`config.mk`:
```
export PLATFORM = sky130hd
export DESIGN_NAME = result_serializer_flat
export DESIGN_NICKNAME = d
export VERILOG_FILES = /design/src/rtl/result_serializer_if.sv /design/src/rtl/result_serializer.sv /design/src/flat_wrapper.sv
export SDC_FILE = /design/constraint.sdc
export NUM_CORES = 1
export LEC_CHECK = 0
export BUFFER_PORTS_ARGS = -buffer_cell sky130_fd_sc_hd__clkbuf_2
export CAP_MARGIN = 0
export CORE_MARGIN = 2
export CORE_UTILIZATION = 50
export DETAILED_ROUTE_END_ITERATION = 8
export PLACE_DENSITY = 0.71
export SYNTH_ARGS = -nofsm -noshare
export SYNTH_HDL_FRONTEND = slang
export SYNTH_SLANG_ARGS = --single-unit
```
`constraint.sdc`:
```
create_clock -name clock -period 5.05 [get_ports clock]
set_clock_uncertainty 0.15 [all_clocks]
set_input_delay 1.2625 -clock clock [delete_from_list [all_inputs] [get_ports clock]]
set_output_delay 1.2625 -clock clock [all_outputs]
set_load 0.01 [all_outputs]
```
`src/rtl/result_serializer_if.sv`:
```
// Result-serializer signal bundle: FPU result capture, off-chip req/ack pins and status.
// The master side drives results and the reader acknowledge; the slave side is the serializer.
interface result_serializer_if;
    logic [15:0] ans;
    logic        done_calc;
    logic        ack;
    logic [9:0]  data_out;
    logic        busy;
    logic        overflow;

    modport master (
        output ans, done_calc, ack,
        input  data_out, busy, overflow
    );

    modport slave (
        input  ans, done_calc, ack,
        output data_out, busy, overflow
    );
endinterface

```
`src/rtl/result_serializer.sv`:
```
// Buffers 16-bit FPU results in a FIFO and ships each as two byte beats over a four-phase req/ack pin set.
// Optional RESULT_SER_OVERWRITE_EN: a result arriving while full overwrites the oldest entry instead of being dropped.
module result_serializer #(
    parameter int DEPTH = 4,
    parameter int WIDTH = 16
) (
    input  logic                clock,
    input  logic                reset,
    result_serializer_if.slave  bus
);
    localparam int PW = $clog2(DEPTH);
    localparam int CW = $clog2(DEPTH) + 1;
    localparam logic [CW-1:0] FULL_CNT = CW'(DEPTH);

    typedef enum logic [2:0] {
        S_IDLE,
        S_HI_REQ,
        S_HI_REL,
        S_LO_REQ,
        S_LO_REL
    } state_t;

    state_t           r_state, w_state_nxt;
    logic             r_ack_meta, r_ack_s;
    logic [WIDTH-1:0] r_mem [DEPTH];
    logic [PW-1:0]    r_wptr, r_rptr;
    logic [CW-1:0]    r_count;
    logic [WIDTH-1:0] r_hold, w_hold_nxt;
    logic [9:0]       r_data_out, w_data_nxt;
    logic             r_overflow;
    logic             w_full, w_pop, w_push, w_over, w_wr, w_rd_adv;

    assign w_full = (r_count == FULL_CNT);
    assign w_pop  = (r_state == S_IDLE) && (r_count != '0);
    assign w_push = bus.done_calc && (!w_full || w_pop);
    assign w_over = bus.done_calc && w_full && !w_pop;

`ifdef RESULT_SER_OVERWRITE_EN
    // Overwrite keeps count at DEPTH: the write lands on the oldest slot and the read side skips past it.
    assign w_wr     = w_push || w_over;
    assign w_rd_adv = w_pop || w_over;
`else
    assign w_wr     = w_push;
    assign w_rd_adv = w_pop;
`endif

    always_comb begin
        w_state_nxt = r_state;
        w_hold_nxt  = r_hold;
        w_data_nxt  = '0;
        case (r_state)
            S_IDLE: begin
                if (w_pop) begin
                    w_state_nxt = S_HI_REQ;
                    w_hold_nxt  = r_mem[r_rptr];
                end
            end
            S_HI_REQ: if (r_ack_s)  w_state_nxt = S_HI_REL;
            S_HI_REL: if (!r_ack_s) w_state_nxt = S_LO_REQ;
            S_LO_REQ: if (r_ack_s)  w_state_nxt = S_LO_REL;
            S_LO_REL: if (!r_ack_s) w_state_nxt = S_IDLE;
            default:  w_state_nxt = S_IDLE;
        endcase
        // Output pins are registered from the next state so they line up with the state register.
        case (w_state_nxt)
            S_HI_REQ: w_data_nxt = {1'b1, 1'b0, w_hold_nxt[15:8]};
            S_HI_REL: w_data_nxt = {1'b0, 1'b0, w_hold_nxt[15:8]};
            S_LO_REQ: w_data_nxt = {1'b1, 1'b1, w_hold_nxt[7:0]};
            S_LO_REL: w_data_nxt = {1'b0, 1'b1, w_hold_nxt[7:0]};
            default:  w_data_nxt = '0;
        endcase
    end

    always_ff @(posedge clock) begin
        if (reset) begin
            r_ack_meta <= 1'b0;
            r_ack_s    <= 1'b0;
            r_state    <= S_IDLE;
            r_hold     <= '0;
            r_data_out <= '0;
            r_wptr     <= '0;
            r_rptr     <= '0;
            r_count    <= '0;
            r_overflow <= 1'b0;
        end else begin
            r_ack_meta <= bus.ack;
            r_ack_s    <= r_ack_meta;
            r_state    <= w_state_nxt;
            r_hold     <= w_hold_nxt;
            r_data_out <= w_data_nxt;
            if (w_wr)
                r_wptr <= r_wptr + PW'(1);
            if (w_rd_adv)
                r_rptr <= r_rptr + PW'(1);
            if (w_push && !w_pop)
                r_count <= r_count + CW'(1);
            else if (w_pop && !w_push)
                r_count <= r_count - CW'(1);
            if (w_over)
                r_overflow <= 1'b1;
        end
    end

    always_ff @(posedge clock) begin
        if (!reset && w_wr)
            r_mem[r_wptr] <= bus.ans;
    end

    assign bus.data_out = r_data_out;
    assign bus.busy     = (r_count != '0) || (r_state != S_IDLE);
    assign bus.overflow = r_overflow;
endmodule

```
`src/flat_wrapper.sv`:
```
// flat-port wrapper written by rule: the top's interface ports become plain ports
module result_serializer_flat 
#(
    parameter int DEPTH = 4,
    parameter int WIDTH = 16
)
  (clock, reset, bus_ans, bus_done_calc, bus_ack, bus_data_out, bus_busy, bus_overflow);
  result_serializer_if bus_i ();
  input  logic clock;
  input  logic reset;
  input wire logic [$bits(bus_i.ans)-1:0] bus_ans;
  input wire logic [$bits(bus_i.done_calc)-1:0] bus_done_calc;
  input wire logic [$bits(bus_i.ack)-1:0] bus_ack;
  output wire logic [$bits(bus_i.data_out)-1:0] bus_data_out;
  output wire logic [$bits(bus_i.busy)-1:0] bus_busy;
  output wire logic [$bits(bus_i.overflow)-1:0] bus_overflow;
  assign bus_i.ans = bus_ans;
  assign bus_i.done_calc = bus_done_calc;
  assign bus_i.ack = bus_ack;
  assign bus_data_out = bus_i.data_out;
  assign bus_busy = bus_i.busy;
  assign bus_overflow = bus_i.overflow;
  result_serializer #(.DEPTH(DEPTH), .WIDTH(WIDTH)) u_core (.clock(clock), .reset(reset), .bus(bus_i));
endmodule
```
==> results.json, run 1 <==
{
  "setup_slack_of_the_worst_register_to_register_path_ns": 2.44,
  "maxClockFrequency_mhz": 341,
  "insertedDiodeCount": 0,
  "multi_input_area_mm2": 0.00119,
  "postSynthNetCount": 260,
  "async_flop_share": 0,
  "fill_cells": 634,
  "ctsResizeCount": 0,
  "critical_path.cell_chain": "or3_1 > nand2b_1 > clkbuf_2",
  "ys_seq_area_frac": 0.681,
  "clock_latency_ns": 0.36,
  "period_share": 0.581,
  "setup.worst_path.end_class": "primary output",
  "syn-mean-instance-area_um2": 17.2,
  "routed_wire_length_per_instance_um": 17.2,
  "report.final.hold_viol_count": 0,
  "mostFrequentLayoutCell": "sky130_fd_sc_hd__edfxtp_1",
  "synth_enable_flop_cells": 64,
  "setup-tns-final_ns": 0,
  "place_hpwl_um": 4150,
  "p_leak_nw": 1.62,
  "cts_hold_repair.buffers": 0,
  "fin_cells": 372,
  "ir_worst_vdd_v": 0.000211,
  "ys_ff_latch": 105,
  "hold_path_class": "flop to flop",
  "ys_dominant_reg_cell": "sky130_fd_sc_hd__edfxtp_1",
  "total_nets_final": 291,
  "grt_pass1_vias": 1960,
  "clock_tree.root_cell": "sky130_fd_sc_hd__clkbuf_8",
  "via_per_inst": 5.22,
  "layout.cells.most_common_list": "sky130_fd_sc_hd__edfxtp_1, sky130_fd_sc_hd__dfxtp_1, sky130_fd_sc_hd__clkbuf_2, sky130_fd_sc_hd__nor2b_1, sky130_fd_sc_hd__mux4_2",
  "number_of_buffers_added_on_ports": 31,
  "maxCapViolations": 0,
  "cp_slowest_cell": "sky130_fd_sc_hd__or3_1",
  "max-clock-path-buffers": 2,
  "critPathTopFamily": "simple AND/OR/NAND/NOR gates",
  "report.final.setup_viol": 0,
  "worst_hold_slack_ns": 0.307,
  "syn2layout_area_growth_pct": 10.1,
  "power_density_mw_per_mm2": 505,
  "worst-path-buf-inv": 1,
  "routed-via-count": 1940,
  "detail_route.wirelength_um": 6410,
  "worstPathRequired_ns": 3.64,
  "final-max-slew-violation-count": 0,
  "reg2reg_depth": 8,
  "timing.hold.worst_path_depth": 1,
  "worst_slew_pin_slew_ns": 1.02,
  "synth_area_mm2": 0.00403,
  "routabilityCongestion": 0.720,
  "horizontal_die_dimension_um": 93.8,
  "synthCells": 234,
  "placed_cells_incl_taps": 356,
  "timing.setup.critical_path_class": "flop to primary output",
  "worstReg2RegEnd": "u_core.r_count[2]",
  "critPathMaxStageDelay_ns": 0.46,
  "worst-path-max-fanout": 5,
  "timing.slew.headroom": 0.320,
  "pin_count_of_the_biggest_net_entering_global_routing": 36,
  "worst_r2r_startpoint": "u_core.r_count[0]",
  "drt_pre_antenna_iters": 4,
  "design.portCount": 32,
  "total_power_mw": 2.24,
  "critPathArrivalTime_ns": 1.52,
  "synth.yosys.warnings": 0,
  "fraction_of_layout_cells_with_a_size_suffix_above_1": 0.296,
  "num_rows": 32,
  "drc": 0,
  "grt_pass1_wl_um": 10200,
  "initial_utilization": 0.519,
  "postCtsSetupRepairBufs": 0,
  "area.sequential_mm2": 0.00274,
  "worst_setup_path_start_kind": "flop",
  "die-area_mm2": 0.00879,
  "drt.antenna.violating_nets": 0,
  "die_h_um": 93.8,
  "hp-start": "u_core.r_ack_meta",
  "synth.lib_cells_used.distinct": 36,
  "tritoncts_clock_tree": "built",
  "cts-htree-levels": 3,
  "cts.sink_count": 105,
  "grt_setup_unrepaired": "no",
  "numCtsBuffers": 9,
  "finalCriticalPeriod_ns": 2.93,
  "area_of_the_core_mm2": 0.00777,
  "grt_remaining_overflow": 0,
  "timing.hold.worst_endpoint": "u_core.r_ack_s",
  "grt_antenna_before_repair": 0,
  "run_status": "complete, no violations",
  "dr.first_iter.drc_count": 68,
  "clk_pin_slew_worst_paths_ns": 0.10,
  "grt_util_all_layers": 0.158
}
==> layer usage <==
metal	part of all wire	wire (µm)	GRT usage
met2	0.47	3010	0.242
met4	0.017	110	0.0580
met5	0	0	0
met3	0.037	240	0.0385
met1	0.48	3050	0.221
==> cells in the mapped netlist (all sizes together) (3+ instances only) <==
library cell,instances,share of area
a21oi,3,0.0065
a22o,8,0.017
and2,4,0.0062
buf,6,0.016
clkbuf,5,0.0047
dfxtp,41,0.20
edfxtp,64,0.48
ha,5,0.016
inv,5,0.0047
mux2,16,0.052
mux4,16,0.093
nand2,4,0.0056
nor2,11,0.010
nor2b,19,0.029
nor3,3,0.0065
nor4,3,0.0047
xor2,5,0.011
==> layout make-up <==
| class | instances | area share |
|---|---|---|
| multi-input combinational | 113 | 0.267 |
| tap | 102 | 0.0288 |
| clock inverter | 6 | 0.0178 |
| sequential | 105 | 0.618 |
| timing repair buffer | 31 | 0.0350 |
| clock buffer | 10 | 0.0288 |
| inverter | 5 | 0.00423 |
==> registers in the layout (all words and copies together) (netlist names), 2 cells and up, named ones only <==
signal	count
u_core.r_mem	64
u_core.r_hold	16
u_core.bus.data_out	10
u_core.r_count	3
u_core.r_state	3
u_core.r_rptr	2
u_core.r_wptr	2
==> through the flow <==
step | setup WS [ns] | util | instance area [µm²]
final | 2.12 | 0.571 | 4440
after global routing | 2.04 | 0.571 | 4440
after CTS | 2.08 | 0.571 | 4440
after detailed placement | 1.75 | 0.545 | 4230
after global placement | 1.79 | 0.545 | 4230
after floorplan | 2.27 | - | 4030
==> kinds of logic (layout without fill, tap and decap cells) <==
logic type | Yosys count | after routing | synth area share
AO/OA/AOI/OAI | 15 | 15 | 0.0342
adder cells (fa/ha/maj) | 6 | 6 | 0.0205
XOR/XNOR | 6 | 6 | 0.0130
flip-flops | 105 | 105 | 0.681
multiplexers | 34 | 34 | 0.150
buffers and inverters | 16 | 52 | 0.0251
AND/OR/NAND/NOR | 52 | 52 | 0.0764
==> worst max path at each step <==
stage | end | startpoint | slack [ns] | depth (start not counted)
2_1_floorplan | u_core.r_count[2] | bus_done_calc | 2.27 | 8
6_report | bus_busy | u_core.r_count[0] | 2.12 | 3
3_3_place_gp | u_core.r_mem[1][11] | reset | 1.79 | 3
3_5_place_dp | u_core.r_mem[3][10] | reset | 1.75 | 3
5_1_grt | bus_busy | u_core.r_count[0] | 2.04 | 3
4_1_cts | bus_busy | u_core.r_count[0] | 2.08 | 3
==> report_power, final <==
group	switching [mW]	internal, mW
logic	0.253	0.322
registers	0.0921	1.04
clock network	0.296	0.242
Note: power is estimated with default switching activity, not from simulation.
==> run 2, diff against run 1 <==
ABC_AREA = 1   (was not set)
PLACE_DENSITY = 0.74   (was 0.71)
clock period = 2.4 ns   (was 5.05 ns; I/O delays follow)
==> run 2 against run 1 <==
Die area rose by 11%. Total power increased by 140%. First-iteration DRC count is 74% higher. Utilization down 0.68 points.
==> results.json, run 2 <==
{
  "place_hpwl_um": 5110,
  "setup.worst_path.end_class": "flop",
  "drt.antenna.violating_nets": 0,
  "ys_ff_latch": 105,
  "maxCapViolations": 0,
  "number_of_buffers_added_on_ports": 31,
  "p_leak_nw": 2.34,
  "power_frac_comb": 0.354,
  "clock_latency_ns": 0.37,
  "synth_area_leaders": "sky130_fd_sc_hd__edfxtp_1, sky130_fd_sc_hd__dfxtp_1, sky130_fd_sc_hd__nand2_1, sky130_fd_sc_hd__inv_1, sky130_fd_sc_hd__nand3_1",
  "period_share": 0.910,
  "area.sequential_mm2": 0.00274,
  "grt_pass1_wl_um": 13300,
  "drc": 0,
  "timing.hold.worst_endpoint": "u_core.r_ack_meta",
  "regMostFlops": "u_core.r_mem",
  "yosysTopAreaCell": "sky130_fd_sc_hd__edfxtp_1",
  "finalCriticalPeriod_ns": 2.18,
  "max-clock-path-buffers": 2,
  "netSwitchingFraction": 0.387,
  "switching_power_mw": 2.06,
  "grt_util_all_layers": 0.172,
  "routed-via-count": 3029,
  "synth.lib_cells_used.distinct": 24,
  "cts.sink_count": 105,
  "routed_wire_length_per_instance_um": 12.4,
  "hold_path_class": "primary input to flop",
  "clock_tree.root_cell": "sky130_fd_sc_hd__clkbuf_8",
  "grt_pass1_vias": 2924,
  "ys_dominant_reg_cell": "sky130_fd_sc_hd__edfxtp_1",
  "die-area_mm2": 0.00975,
  "worst_r2r_startpoint": "u_core.r_count[0]",
  "drt_pre_antenna_iters": 4,
  "reg2reg_depth": 7,
  "ys_seq_area_frac": 0.611,
  "synth_area_mm2": 0.00449,
  "clk_pin_slew_worst_paths_ns": 0.11,
  "synth.yosys.warnings": 0,
  "grt_antenna_before_repair": 0,
  "mostFrequentLayoutCell": "sky130_fd_sc_hd__nand2_1",
  "final-max-slew-violation-count": 0,
  "power_frac_seq": 0.444,
  "num_rows": 34,
  "routabilityCongestion": 0.765,
  "synthCells": 493,
  "placed_cell_area_mm2": 0.00472,
  "hp-start": "bus_ack",
  "multi_input_area_mm2": 0.00125,
  "syn2layout_area_growth_pct": 9.64,
  "ctsResizeCount": 0,
  "initial_utilization": 0.515,
  "ir_worst_vdd_v": 0.000385,
  "insertedDiodeCount": 0,
  "report.final.hold_viol_count": 0,
  "worst_setup_path_start_kind": "flop",
  "fin_cells": 639,
  "pin_count_of_the_biggest_net_entering_global_routing": 40,
  "worst_hold_slack_ns": 0.249,
  "int_power_mw": 3.26,
  "cts-htree-levels": 3,
  "most_frequently_used_cell_type_in_the_post_synthesis_netlist": "sky130_fd_sc_hd__nand2_1",
  "grt_remaining_overflow": 0,
  "synth_largest_type_area_fraction": 0.428,
  "synth_enable_flop_cells": 64,
  "timing.slew.headroom": 0.636,
  "critPathArrivalTime_ns": 2.31,
  "largest_register_ffs": 64,
  "fill_cells": 724,
  "postSynthNetCount": 519,
  "worstPathRequired_ns": 2.52,
  "area_of_the_core_mm2": 0.00872,
  "tritoncts_clock_tree": "built",
  "dr.first_iter.drc_count": 118,
  "worst-path-max-fanout": 4,
  "detail_route.wirelength_um": 7960,
  "design.portCount": 32,
  "grt_setup_unrepaired": "no",
  "setup_slack_of_the_worst_register_to_register_path_ns": 0.22,
  "yosys-top-cells-count": "sky130_fd_sc_hd__nand2_1, sky130_fd_sc_hd__inv_1, sky130_fd_sc_hd__edfxtp_1",
  "async_flop_share": 0,
  "finalInstanceArea_mm2": 0.00492,
  "total_nets_final": 552,
  "fraction_of_layout_cells_with_a_size_suffix_above_1": 0.164,
  "worstReg2RegEnd": "u_core.r_count[1]",
  "cts_hold_repair.buffers": 0,
  "report.final.setup_viol": 0,
  "power_density_mw_per_mm2": 1080,
  "clock_power_share": 0.202,
  "horizontal_die_dimension_um": 98.8,
  "timing.hold.worst_path_depth": 3,
  "via_per_inst": 4.74,
  "numCtsBuffers": 9,
  "run_status": "complete, no violations",
  "placed_cells_incl_taps": 623,
  "timing.setup.critical_path_class": "flop to flop",
  "postCtsSetupRepairBufs": 0,
  "maxClockFrequency_mhz": 458,
  "die_h_um": 98.8,
  "layout.cells.most_common_list": "sky130_fd_sc_hd__nand2_1, sky130_fd_sc_hd__inv_1, sky130_fd_sc_hd__edfxtp_1, sky130_fd_sc_hd__dfxtp_1, sky130_fd_sc_hd__nand3_1",
  "worst_slew_pin_slew_ns": 0.543,
  "syn-mean-instance-area_um2": 9.11
}
-- run 2: cell count changes after synthesis, sizes merged, moves of 4 or more --
| cell | previous run | this run |
|---|---|---|
| nand2 | 4 | 157 |
| inv | 5 | 103 |
| nand3 | 1 | 39 |
| nor2 | 11 | 45 |
| nor2b | 19 | 0 |
| mux2 | 16 | 0 |
| mux4 | 16 | 0 |
| buf | 6 | 17 |
| a21oi | 3 | 12 |
| a22o | 8 | 0 |
| clkbuf | 5 | 0 |
| xor2 | 5 | 0 |
| and2 | 4 | 0 |
-- run 2: logic make-up after synthesis --
kind of cell / Yosys count / share of synthesized area
buffers and inverters: 120 / 0.113
AND/OR/NAND/NOR: 244 / 0.237
adder cells (fa/ha/maj): 6 / 0.0184
flip-flops: 105 / 0.611
AO/OA/AOI/OAI: 18 / 0.0215
-- run 2: worst max path at each step --
stage,from,endpoint,slack (ns)
global route,u_core.r_state[1],u_core.r_count[2],0.03
CTS,u_core.r_state[0],u_core.r_count[2],0.15
detailed placement,bus_done_calc,u_core.r_count[2],0.05
floorplan,reset,u_core.r_mem[0][0],-0.0004
finish,u_core.r_count[0],u_core.r_count[1],0.22
global placement,bus_done_calc,u_core.r_count[2],0.15
-- run 2: area by class of cell --
cell class / instances / share of cell area
sequential: 105 / 0.557
multi-input combinational: 268 / 0.254
inverter: 103 / 0.0785
timing repair buffer: 39 / 0.0437
tap: 108 / 0.0275
clock buffer: 9 / 0.0252
clock inverter: 7 / 0.0142
-- run 2: worst max-delay path, stage by stage, from the launching register on --
cell and delay (ns):
sky130_fd_sc_hd__dfxtp_1 0.36, sky130_fd_sc_hd__nor3_1 0.49, sky130_fd_sc_hd__a21boi_4 0.13, sky130_fd_sc_hd__ha_1 0.20, sky130_fd_sc_hd__inv_1 0.10, sky130_fd_sc_hd__fa_1 0.43
sky130_fd_sc_hd__o21ai_0 0.17, sky130_fd_sc_hd__a21oi_1 0.06
-- run 2: power groups by stage --
stage | sequential [mW] | combinational (mW) | clock (mW)
after floorplan | 2.42 | 1.48 | 0
after global placement | 2.39 | 1.78 | 0
after detailed placement | 2.41 | 1.85 | 0
after CTS | 2.36 | 1.87 | 1.09
after global routing | 2.40 | 2.14 | 1.17
final | 2.36 | 1.88 | 1.08
-- run 2: per-stage QoR --
step	setup slack (ns)	utilization	setup TNS, ns	power [mW]
CTS	0.145	0.564	0	5.32
global route	0.0257	0.564	0	5.71
finish	0.216	0.564	0	5.32
detailed placement	0.0481	0.541	0	4.25
global placement	0.154	0.541	0	4.17
floorplan	-0.000391	-	-0.0250	3.90
-- run 2: layer usage --
layer	track usage	routed length (µm)	part of all wire
met1	0.221	3650	0.46
met2	0.282	3880	0.49
met3	0.0383	268	0.034
met4	0.0717	155	0.019
met5	0	0	0
